**src/rtl/segre_pkg.sv**
```systemverilog
// Shared types for the Segre hazard controller.
// Holds the forwarding select, the miss FSM state and the register id width.
package segre_pkg;

    localparam int REG_SIZE = 5;

    typedef enum logic [1:0] {
        FWD_NONE = 2'd0,
        FWD_EX   = 2'd1,
        FWD_MEM  = 2'd2,
        FWD_WB   = 2'd3
    } fwd_sel_e;

    typedef enum logic [1:0] {
        IDLE      = 2'd0,
        IC_MISS   = 2'd1,
        DC_MISS   = 2'd2,
        DC_REPLAY = 2'd3
    } miss_state_e;

    // Youngest in-flight producer of src wins: EX, then MEM, then WB.
    function automatic fwd_sel_e fwd_pick(
        input logic [REG_SIZE-1:0] src,
        input logic                ex_w,
        input logic [REG_SIZE-1:0] ex_d,
        input logic                mem_w,
        input logic [REG_SIZE-1:0] mem_d,
        input logic                wb_w,
        input logic [REG_SIZE-1:0] wb_d
    );
        if (src == '0)
            return FWD_NONE;
        else if (ex_w && ex_d == src)
            return FWD_EX;
        else if (mem_w && mem_d == src)
            return FWD_MEM;
        else if (wb_w && wb_d == src)
            return FWD_WB;
        else
            return FWD_NONE;
    endfunction

endpackage

```
**src/rtl/segre_scoreboard.sv**
```systemverilog
// Per-register count of writes in flight between issue (ID) and retire (WB).
// Ports: issue/issue_dst, retire/retire_dst, src_a/src_b -> busy_a/busy_b.
module segre_scoreboard
    import segre_pkg::*;
#(
    parameter int NUM_REGS     = 32,
    parameter int MAX_INFLIGHT = 3
) (
    input  logic                clk_i,
    input  logic                rsn_i,
    input  logic                issue,
    input  logic [REG_SIZE-1:0] issue_dst,
    input  logic                retire,
    input  logic [REG_SIZE-1:0] retire_dst,
    input  logic [REG_SIZE-1:0] src_a,
    input  logic [REG_SIZE-1:0] src_b,
    output logic                busy_a,
    output logic                busy_b
);

    localparam int CW = $clog2(MAX_INFLIGHT + 1);
    localparam logic [CW-1:0] CMAX = CW'(MAX_INFLIGHT);

    logic [CW-1:0]       cnt [NUM_REGS];
    logic [NUM_REGS-1:0] inc;
    logic [NUM_REGS-1:0] dec;

    always_comb begin
        inc = '0;
        dec = '0;
        if (issue)
            inc[issue_dst] = 1'b1;
        if (retire)
            dec[retire_dst] = 1'b1;
    end

    // Issue and retire on the same register cancel out.
    always_ff @(posedge clk_i or negedge rsn_i) begin
        if (!rsn_i) begin
            for (int r = 0; r < NUM_REGS; r++)
                cnt[r] <= '0;
        end else begin
            for (int r = 0; r < NUM_REGS; r++) begin
                assert (!(inc[r] && !dec[r] && cnt[r] == CMAX));
                assert (!(dec[r] && !inc[r] && cnt[r] == '0));
                if (inc[r] && !dec[r] && cnt[r] != CMAX)
                    cnt[r] <= cnt[r] + CW'(1);
                else if (dec[r] && !inc[r] && cnt[r] != '0)
                    cnt[r] <= cnt[r] - CW'(1);
            end
        end
    end

    assign busy_a = (src_a != '0) && (cnt[src_a] != '0);
    assign busy_b = (src_b != '0) && (cnt[src_b] != '0);

endmodule

```
**src/rtl/segre_hazard_ctrl.sv**
```systemverilog
// Pipeline hazard controller: data hazards, cache-miss holds, flush, stall count.
// Inputs: per-stage valid/we/dst, ID sources, cache status, flush.
// Outputs: block_*/inject_nops_* per stage, fwd_a/fwd_b, stall_cnt.
module segre_hazard_ctrl
    import segre_pkg::*;
#(
    parameter int NUM_REGS     = 32,
    parameter int MAX_INFLIGHT = 3,
    parameter int FWD_EN       = 1,
    parameter int CNT_W        = 32
) (
    input  logic                clk_i,
    input  logic                rsn_i,
    input  logic                valid_if_i,
    input  logic                ic_hit_i,
    input  logic                ic_fill_i,
    input  logic                valid_id_i,
    input  logic                we_id_i,
    input  logic [REG_SIZE-1:0] src_a_id_i,
    input  logic [REG_SIZE-1:0] src_b_id_i,
    input  logic [REG_SIZE-1:0] dst_id_i,
    input  logic                valid_ex_i,
    input  logic                we_ex_i,
    input  logic                load_ex_i,
    input  logic [REG_SIZE-1:0] dst_ex_i,
    input  logic                valid_mem_i,
    input  logic                we_mem_i,
    input  logic                dc_miss_i,
    input  logic                dc_fill_i,
    input  logic [REG_SIZE-1:0] dst_mem_i,
    input  logic                valid_wb_i,
    input  logic                we_wb_i,
    input  logic [REG_SIZE-1:0] dst_wb_i,
    input  logic                flush_i,
    output logic                block_if_o,
    output logic                block_id_o,
    output logic                block_ex_o,
    output logic                block_mem_o,
    output logic                inject_nops_id_o,
    output logic                inject_nops_ex_o,
    output logic                inject_nops_wb_o,
    output fwd_sel_e            fwd_a_o,
    output fwd_sel_e            fwd_b_o,
    output logic [CNT_W-1:0]    stall_cnt_o
);

    miss_state_e state, state_n;
    logic ic_pend, ic_pend_n;
    logic d_miss, i_miss, dc_stall, ic_stall, flush_eff;
    logic busy_a, busy_b, ld_use, raw_haz, hazard;
    logic issue, retire, block_wb;
    logic ex_w, mem_w, wb_w;

    assign block_wb = 1'b0;
    assign d_miss   = valid_mem_i & dc_miss_i;
    assign i_miss   = valid_if_i & ~ic_hit_i;

    assign dc_stall = (state == DC_MISS) | (state == DC_REPLAY) | d_miss;
    assign ic_stall = (state == IC_MISS) | ((state == IDLE) & i_miss);

    // A pending D-miss holds everything, so the flush waits for release.
    assign flush_eff = flush_i & ~dc_stall;

    assign ld_use = valid_id_i & valid_ex_i & load_ex_i & we_ex_i
                  & (dst_ex_i != '0)
                  & ((dst_ex_i == src_a_id_i) | (dst_ex_i == src_b_id_i));

    assign raw_haz = (FWD_EN != 0) ? ld_use
                                   : (valid_id_i & (busy_a | busy_b));

    // A flushed ID instruction is dead, so it cannot stall.
    assign hazard = raw_haz & ~flush_i;

    assign block_if_o       = hazard | dc_stall | ic_stall;
    assign block_id_o       = hazard | dc_stall;
    assign block_ex_o       = dc_stall;
    assign block_mem_o      = dc_stall;
    assign inject_nops_wb_o = dc_stall;
    assign inject_nops_id_o = (ic_stall & ~block_id_o) | flush_eff;
    assign inject_nops_ex_o = (hazard & ~dc_stall) | flush_eff;

    assign issue  = valid_id_i & we_id_i & ~block_id_o & ~flush_i
                  & (dst_id_i != '0);
    assign retire = valid_wb_i & we_wb_i & ~block_wb & (dst_wb_i != '0);

    segre_scoreboard #(
        .NUM_REGS     (NUM_REGS),
        .MAX_INFLIGHT (MAX_INFLIGHT)
    ) u_sb (
        .clk_i      (clk_i),
        .rsn_i      (rsn_i),
        .issue      (issue),
        .issue_dst  (dst_id_i),
        .retire     (retire),
        .retire_dst (dst_wb_i),
        .src_a      (src_a_id_i),
        .src_b      (src_b_id_i),
        .busy_a     (busy_a),
        .busy_b     (busy_b)
    );

    assign ex_w  = valid_ex_i & we_ex_i;
    assign mem_w = valid_mem_i & we_mem_i;
    assign wb_w  = valid_wb_i & we_wb_i;

    always_comb begin
        fwd_a_o = FWD_NONE;
        fwd_b_o = FWD_NONE;
        if (FWD_EN != 0) begin
            fwd_a_o = fwd_pick(src_a_id_i, ex_w, dst_ex_i, mem_w,
                               dst_mem_i, wb_w, dst_wb_i);
            fwd_b_o = fwd_pick(src_b_id_i, ex_w, dst_ex_i, mem_w,
                               dst_mem_i, wb_w, dst_wb_i);
        end
    end

    // D-miss beats I-miss; a swallowed I-miss is remembered in ic_pend.
    always_comb begin
        state_n   = state;
        ic_pend_n = ic_pend;
        unique case (state)
            IDLE: begin
                if (d_miss) begin
                    state_n   = DC_MISS;
                    ic_pend_n = i_miss;
                end else if (i_miss) begin
                    state_n = IC_MISS;
                end
            end
            IC_MISS: begin
                if (d_miss) begin
                    state_n   = DC_MISS;
                    ic_pend_n = 1'b1;
                end else if (ic_fill_i) begin
                    state_n = IDLE;
                end
            end
            DC_MISS: begin
                if (dc_fill_i)
                    state_n = DC_REPLAY;
            end
            DC_REPLAY: begin
                state_n = (ic_pend & ~ic_fill_i) ? IC_MISS : IDLE;
            end
            default: state_n = IDLE;
        endcase
        if (ic_fill_i)
            ic_pend_n = 1'b0;
    end

    always_ff @(posedge clk_i or negedge rsn_i) begin
        if (!rsn_i) begin
            state       <= IDLE;
            ic_pend     <= 1'b0;
            stall_cnt_o <= '0;
        end else begin
            state   <= state_n;
            ic_pend <= ic_pend_n;
            if (block_if_o && stall_cnt_o != '1)
                stall_cnt_o <= stall_cnt_o + CNT_W'(1);
        end
    end

endmodule

```
**config.mk**
```make
export PLATFORM = sky130hd
export DESIGN_NAME = segre_hazard_ctrl
export DESIGN_NICKNAME = d
export VERILOG_FILES = /design/src/rtl/segre_pkg.sv /design/src/rtl/segre_scoreboard.sv /design/src/rtl/segre_hazard_ctrl.sv
export SDC_FILE = /design/constraint.sdc
export NUM_CORES = 1
export LEC_CHECK = 0
export ABC_CLOCK_PERIOD_IN_PS = 5550
export BUFFER_PORTS_ARGS = -buffer_cell sky130_fd_sc_hd__buf_2
export CORE_UTILIZATION = 45
export CTS_BUF_LIST = sky130_fd_sc_hd__clkbuf_16
export DETAILED_ROUTE_END_ITERATION = 8
export HOLD_SLACK_MARGIN = 0.15
export PLACE_DENSITY = 0.79
export SYNTH_ARGS = -nofsm -noshare
export SYNTH_HDL_FRONTEND = slang
export SYNTH_SLANG_ARGS = --single-unit
```
**constraint.sdc**
```tcl
create_clock -name clk_i -period 5.55 [get_ports clk_i]
set_input_delay 0.555 -clock clk_i [delete_from_list [all_inputs] [get_ports clk_i]]
set_output_delay 0.555 -clock clk_i [all_outputs]
set_load 0.01 [all_outputs]
```
==> Yosys cells after proc, flatten, opt, wreduce, memory -nomap -nowiden <==
Index checks and enable logic that the tools add are counted.
{ "totals": {"register_bits": 35, "wordCells": 80, "input_bits": 47, "output_inout_bits": 43} }
{ "op_classes": {"reduce_logical": 14, "n_addsub": 1, "n_bitwise": 29, "n_mux": 19, "n_eq_ne": 14} }
{ "op_table": {"columns": ["op", "count"], "rows": [
  ["adder 32 x 1 -> 32 bit, second input constant", 1],
  ["inequality test 32 bit, second input constant", 1],
  ["== test 5 bit", 6],
  ["2-to-1 mux 2 bit", 13],
  ["bitwise AND 1 bit", 16],
  ["logical NOT 5 bit", 2],
  ["inequality test 3 bit, second input constant", 3],
  ["bitwise OR 1 bit", 8],
  ["case mux 2 bit (4 select lines)", 1],
  ["logical AND 1 bit", 7],
  ["AND reduction 3 bit", 2],
  ["NOT 1 bit", 5],
  ["nonzero test 5 bit", 1],
  ["== test 2 bit, second input constant", 2],
  ["2-to-1 mux 1 bit", 4],
  ["nonzero test 3 bit", 1],
  ["== test 2 x 1 -> 1 bit, second input constant", 1],
  ["logical NOT 2 bit", 1],
  ["inequality test 2 bit, second input constant", 1],
  ["case mux 1 bit (2 select lines)", 1]
]} }

==> Depth between registers and ports, before layout <==
{ "logic_depth": {"depth_word": 10, "mapped_depth": 8, "ltp_nobuf": 8} }

==> Least setup slack after synthesis <==
Ideal clock, no wire load.
{ "synth_path": {"path_kind": "input-to-output", "start": "input dst_ex_i[1]", "end": "output inject_nops_id_o", "path_buffers": 0, "arrival_ns": 1.623, "stages": 5, "t_required_ns": 4.995, "setup_slack_ns": 3.372, "path_cell_list": "or4_1 > o21ai_0 > a21o_4 > a21oi_1 > nor2_1"} }
{ "synth_between": {"elab_chain_cells": 8, "word_cells_on_any_way": 11, "cone_classes": "eq/ne: 2; bitwise: 8; reduce/logical: 1"} }
{ "synth_lines": {"columns": ["item", "line", "source"], "rows": [
  ["start, declared", "segre_hazard_ctrl.sv:25", "input logic [REG_SIZE-1:0] dst_ex_i,"],
  ["== test 5 bit / nonzero test 5 bit (equally long branches)", "segre_hazard_ctrl.sv:66, segre_hazard_ctrl.sv:65", null],
  ["bitwise OR 1 bit / bitwise AND 1 bit (equally long branches)", "segre_hazard_ctrl.sv:66, segre_hazard_ctrl.sv:65", null],
  ["bitwise AND 1 bit (*)", "segre_hazard_ctrl.sv:66", "& ((dst_ex_i == src_a_id_i) | (dst_ex_i == src_b_id_i));"],
  ["bitwise AND 1 bit (*)", "segre_hazard_ctrl.sv:72", "assign hazard = raw_haz & ~flush_i;"],
  ["bitwise OR 1 bit (*)", "segre_hazard_ctrl.sv:75", "assign block_id_o = hazard | dc_stall;"],
  ["NOT 1 bit (*)", null, null],
  ["bitwise AND 1 bit (*)", "segre_hazard_ctrl.sv:79", "assign inject_nops_id_o = (ic_stall & ~block_id_o) | flush_eff;"],
  ["bitwise OR 1 bit (*)", "segre_hazard_ctrl.sv:79", null],
  ["end, declared", "segre_hazard_ctrl.sv:39", "output logic inject_nops_id_o,"]
]} }
Mark *: on every way between the ends. The rest lies on a longest branch, timed or not.

==> Worst setup path in the final report <==
Same ends and word-level chain as after synthesis.

==> impl_metrics.csv <==
group,metric,value,unit
global_routing,grt_pass1_wl,8238,um
timing,fin_skew,0.006501,ns
place,routabilityCongestion,0.7927,
drt,wl_per_cell,13.55,um
die,die_w,71.78,um
cts,hold_buffers,0,
global_routing,grt_pass1_vias,1841,
outcome,status,"finished clean",
yosys,syn_area,0.002191,mm2
drt,routed_wl,4931,um
place,portBuffers,83,
timing,timing.final.ws_setup,3.089,ns
die,std_cell_rows,25,
setup_path,cp-start-kind,"primary input",
setup_path,cp_max_fo,7,
run,max-cap-violations,0,
yosys,yosysTopAreaCellShare,39.98,%
cells_and_area,drive_above_1_share,32.90,%
global_routing,grt_start_max_net_pins,36,
power,ir_drop,0.1309,mV
drt,route.detailed.drc,0,
cts,clock_sinks,35,
die,ios,90,
yosys,synthTopCellsByArea,"dfrtp_1, xnor2_1, xor2_1, nand3_1, nand4_1",
drt,ant_nets,0,
global_routing,grt_usage,20.25,%
timing,tns,0,ns
cts,h-tree-depth,2,
setup_path,r2r_slack,3.38,ns
power,powerDensity,307.3,mW/mm2
cells_and_area,fin_util,59.09,%
cells_and_area,final_nets,357,
yosys,syn_nets,272,
cts,insertion_delay,0.27,ns
die,fp.dieH,71.78,um
timing,slew_headroom,49.65,%
yosys,yosys_warnings,0,
cells_and_area,antenna_cells,0,
setup_path,crit_arrival,1.91,ns
drt,first_pass_iters,5,
yosys,ys_ff_latch,35,
setup_path,cp-end-kind,"output pin",
setup_path,startpoint,"dst_ex_i[1]",
yosys,synth_area_per_cell,9.781,um2
yosys,synth_cell_types,39,
setup_path,worstSetupPathType,"primary input to output pin",
global_routing,overflow,0,
cts,tritoncts.num_buffers,5,
timing,slew_viol_final,0,
die,die_area,0.005152,mm2
yosys,synth_seq_area_share,39.98,%
cts,cts_resized,0,
timing,tightestPinTransition,0.7553,ns
drt,drt_iter0_drc,93,
yosys,yosysTopAreaCell,"dfrtp_1",
drt,vias_per_cell,5.302,
die,design.core.area,0.004692,mm2
timing,rsz0062_at_grt,"false",
drt,vias,1930,
yosys,syn_inst,224,
power,finalPower,0.8521,mW
setup_path,crit_path_end,"inject_nops_id_o",
cts,clk_pin_slew_worst_paths,0.06,ns
power,power.leakage,1.396,nW
setup_path,r2r_end,"stall_cnt_o[1]$_DFFE_PN0P_",
cts,cts_tree,"built",
setup_path,worstPathRequired,4.99,ns
min_path,hold_class,"primary input to asynchronous set/reset pin",
cts,postCtsSetupBuffers,0,
cells_and_area,layoutNonFillerInstCount,364,
place,hpwlAfterDp,3809,um
cts,clk_path_buf_depth,2,
timing,clock.fmax,406.3,MHz
global_routing,antenna_found_initial,0,
timing,fin_crit_sh,44.34,%
setup_path,rr_worst_depth,6,
cts,clockRootBuffer,"clkbuf_16",
timing,setup_viol,0,
place,place_ws,3.087,ns
cells_and_area,areaGrowthSynthToFinish,26.56,%
die,start_util,46.69,%
timing,hold_violations,0,
place,dp.cells,356,
setup_path,worstReg2RegStart,"stall_cnt_o[0]$_DFFE_PN0P_",
timing,period_needed,2.461,ns
how the worst min path moves through the flow:
stage	from	endpoint	cells past startpoint
final	rsn_i	stall_cnt_o[6]$_DFFE_PN0P_	1
after global routing	rsn_i	stall_cnt_o[4]$_DFFE_PN0P_	1
after CTS	rsn_i	stall_cnt_o[6]$_DFFE_PN0P_	1
after detailed placement	stall_cnt_o[29]$_DFFE_PN0P_	stall_cnt_o[29]$_DFFE_PN0P_	1
after global placement	stall_cnt_o[29]$_DFFE_PN0P_	stall_cnt_o[29]$_DFFE_PN0P_	1
after floorplan	rsn_i	ic_pend$_DFFE_PN0P_	0
power by group:
group          internal (mW)  switching (mW)
Sequential             0.294          0.0471
Clock                  0.163          0.0970
Combinational          0.112           0.139
layer usage:
metal / up-vias / share of wire, % / track usage [%]
li1: 953 / - / -
met1: 916 / 44 / 24.64
met2: 53 / 51 / 35.53
met3: 8 / 3.4 / 4.219
met4: 0 / 1.5 / 6.972
met5: - / 0 / 0
worst max-delay path, cell delays in order:
cell and delay [ns]:
buf_2 0.12, or4_1 0.54, o21ai_0 0.21, a21o_4 0.18, a21oi_1 0.08, nor2_1 0.09
buf_2 0.14
flip-flops by register name, indices dropped and copies added, names as in the netlist:
| register | cells |
|---|---|
| ic_pend | 1 |
| state | 2 |
| stall_cnt_o | 32 |
stage by stage:
stage	area, um2	hold WS (ns)
floorplan	2191	0.2594
global placement	2631	0.4660
detailed placement	2631	0.4731
CTS	2773	0.3719
global route	2773	0.4068
finish	2773	0.3450
cell usage in the layout, fill, tap and decap left out, types with 2 or more instances in the layout:
cell and n:
nor3_2 3, o21ai_0 2, nand2b_1 2, nor4_1 3, inv_1 5, clkbuf_16 5, and4_1 2, a21o_1 4
nor2_1 19, nand3_1 18, buf_2 83, nand2_1 17, dfrtp_1 35, a22o_1 2, xor2_1 26, or4_1 3
and3_1 6, nor2b_1 2, nand4_1 13, nor3_1 3, a21oi_1 4, xnor2_1 35
Yosys cell counts:
cell type,number
nor2_1,19
nor3_1,3
nand4_1,13
a22oi_4,1
a21oi_1,4
nor4_1,3
nor4_4,1
buf_2,1
a211oi_1,1
and4_1,2
o21ai_1,1
mux2_2,1
a311oi_1,1
xnor2_1,35
and2_1,1
nand2b_1,2
nand2_1,17
and3_4,1
nand3_1,18
nor3b_1,1
dfrtp_1,35
buf_6,2
buf_4,2
a21o_1,4
nor3_2,3
nand3_2,1
or4_1,3
nand4_2,1
a22o_1,2
o21ai_0,2
ha_1,1
inv_1,4
xor2_1,26
a21oi_2,1
and3_1,6
a21o_4,1
and2_2,1
a31oi_1,1
nor2b_1,2
area by class of cell:
cell class,count,area (um2)
Clock buffer,5,125.1
Multi-Input combinational cell,180,1257
Fill cell,408,1919
Tap cell,54,67.56
Clock inverter,3,16.27
Timing Repair Buffer,83,415.4
Inverter,4,15.01
Sequential cell,35,875.8
logic make-up (layout without fill, tap and decap cells):
group,after synthesis,after routing,share of synthesized area (%)
xor+xnor,61,61,24.39
mux,1,1,0.5140
fa+ha+maj,1,1,0.5710
flops,35,35,39.98
compound gates,19,19,6.854
simple gates,98,98,25.07
buf+inv,9,95,2.626
Note: power is estimated with default switching activity, not from simulation.
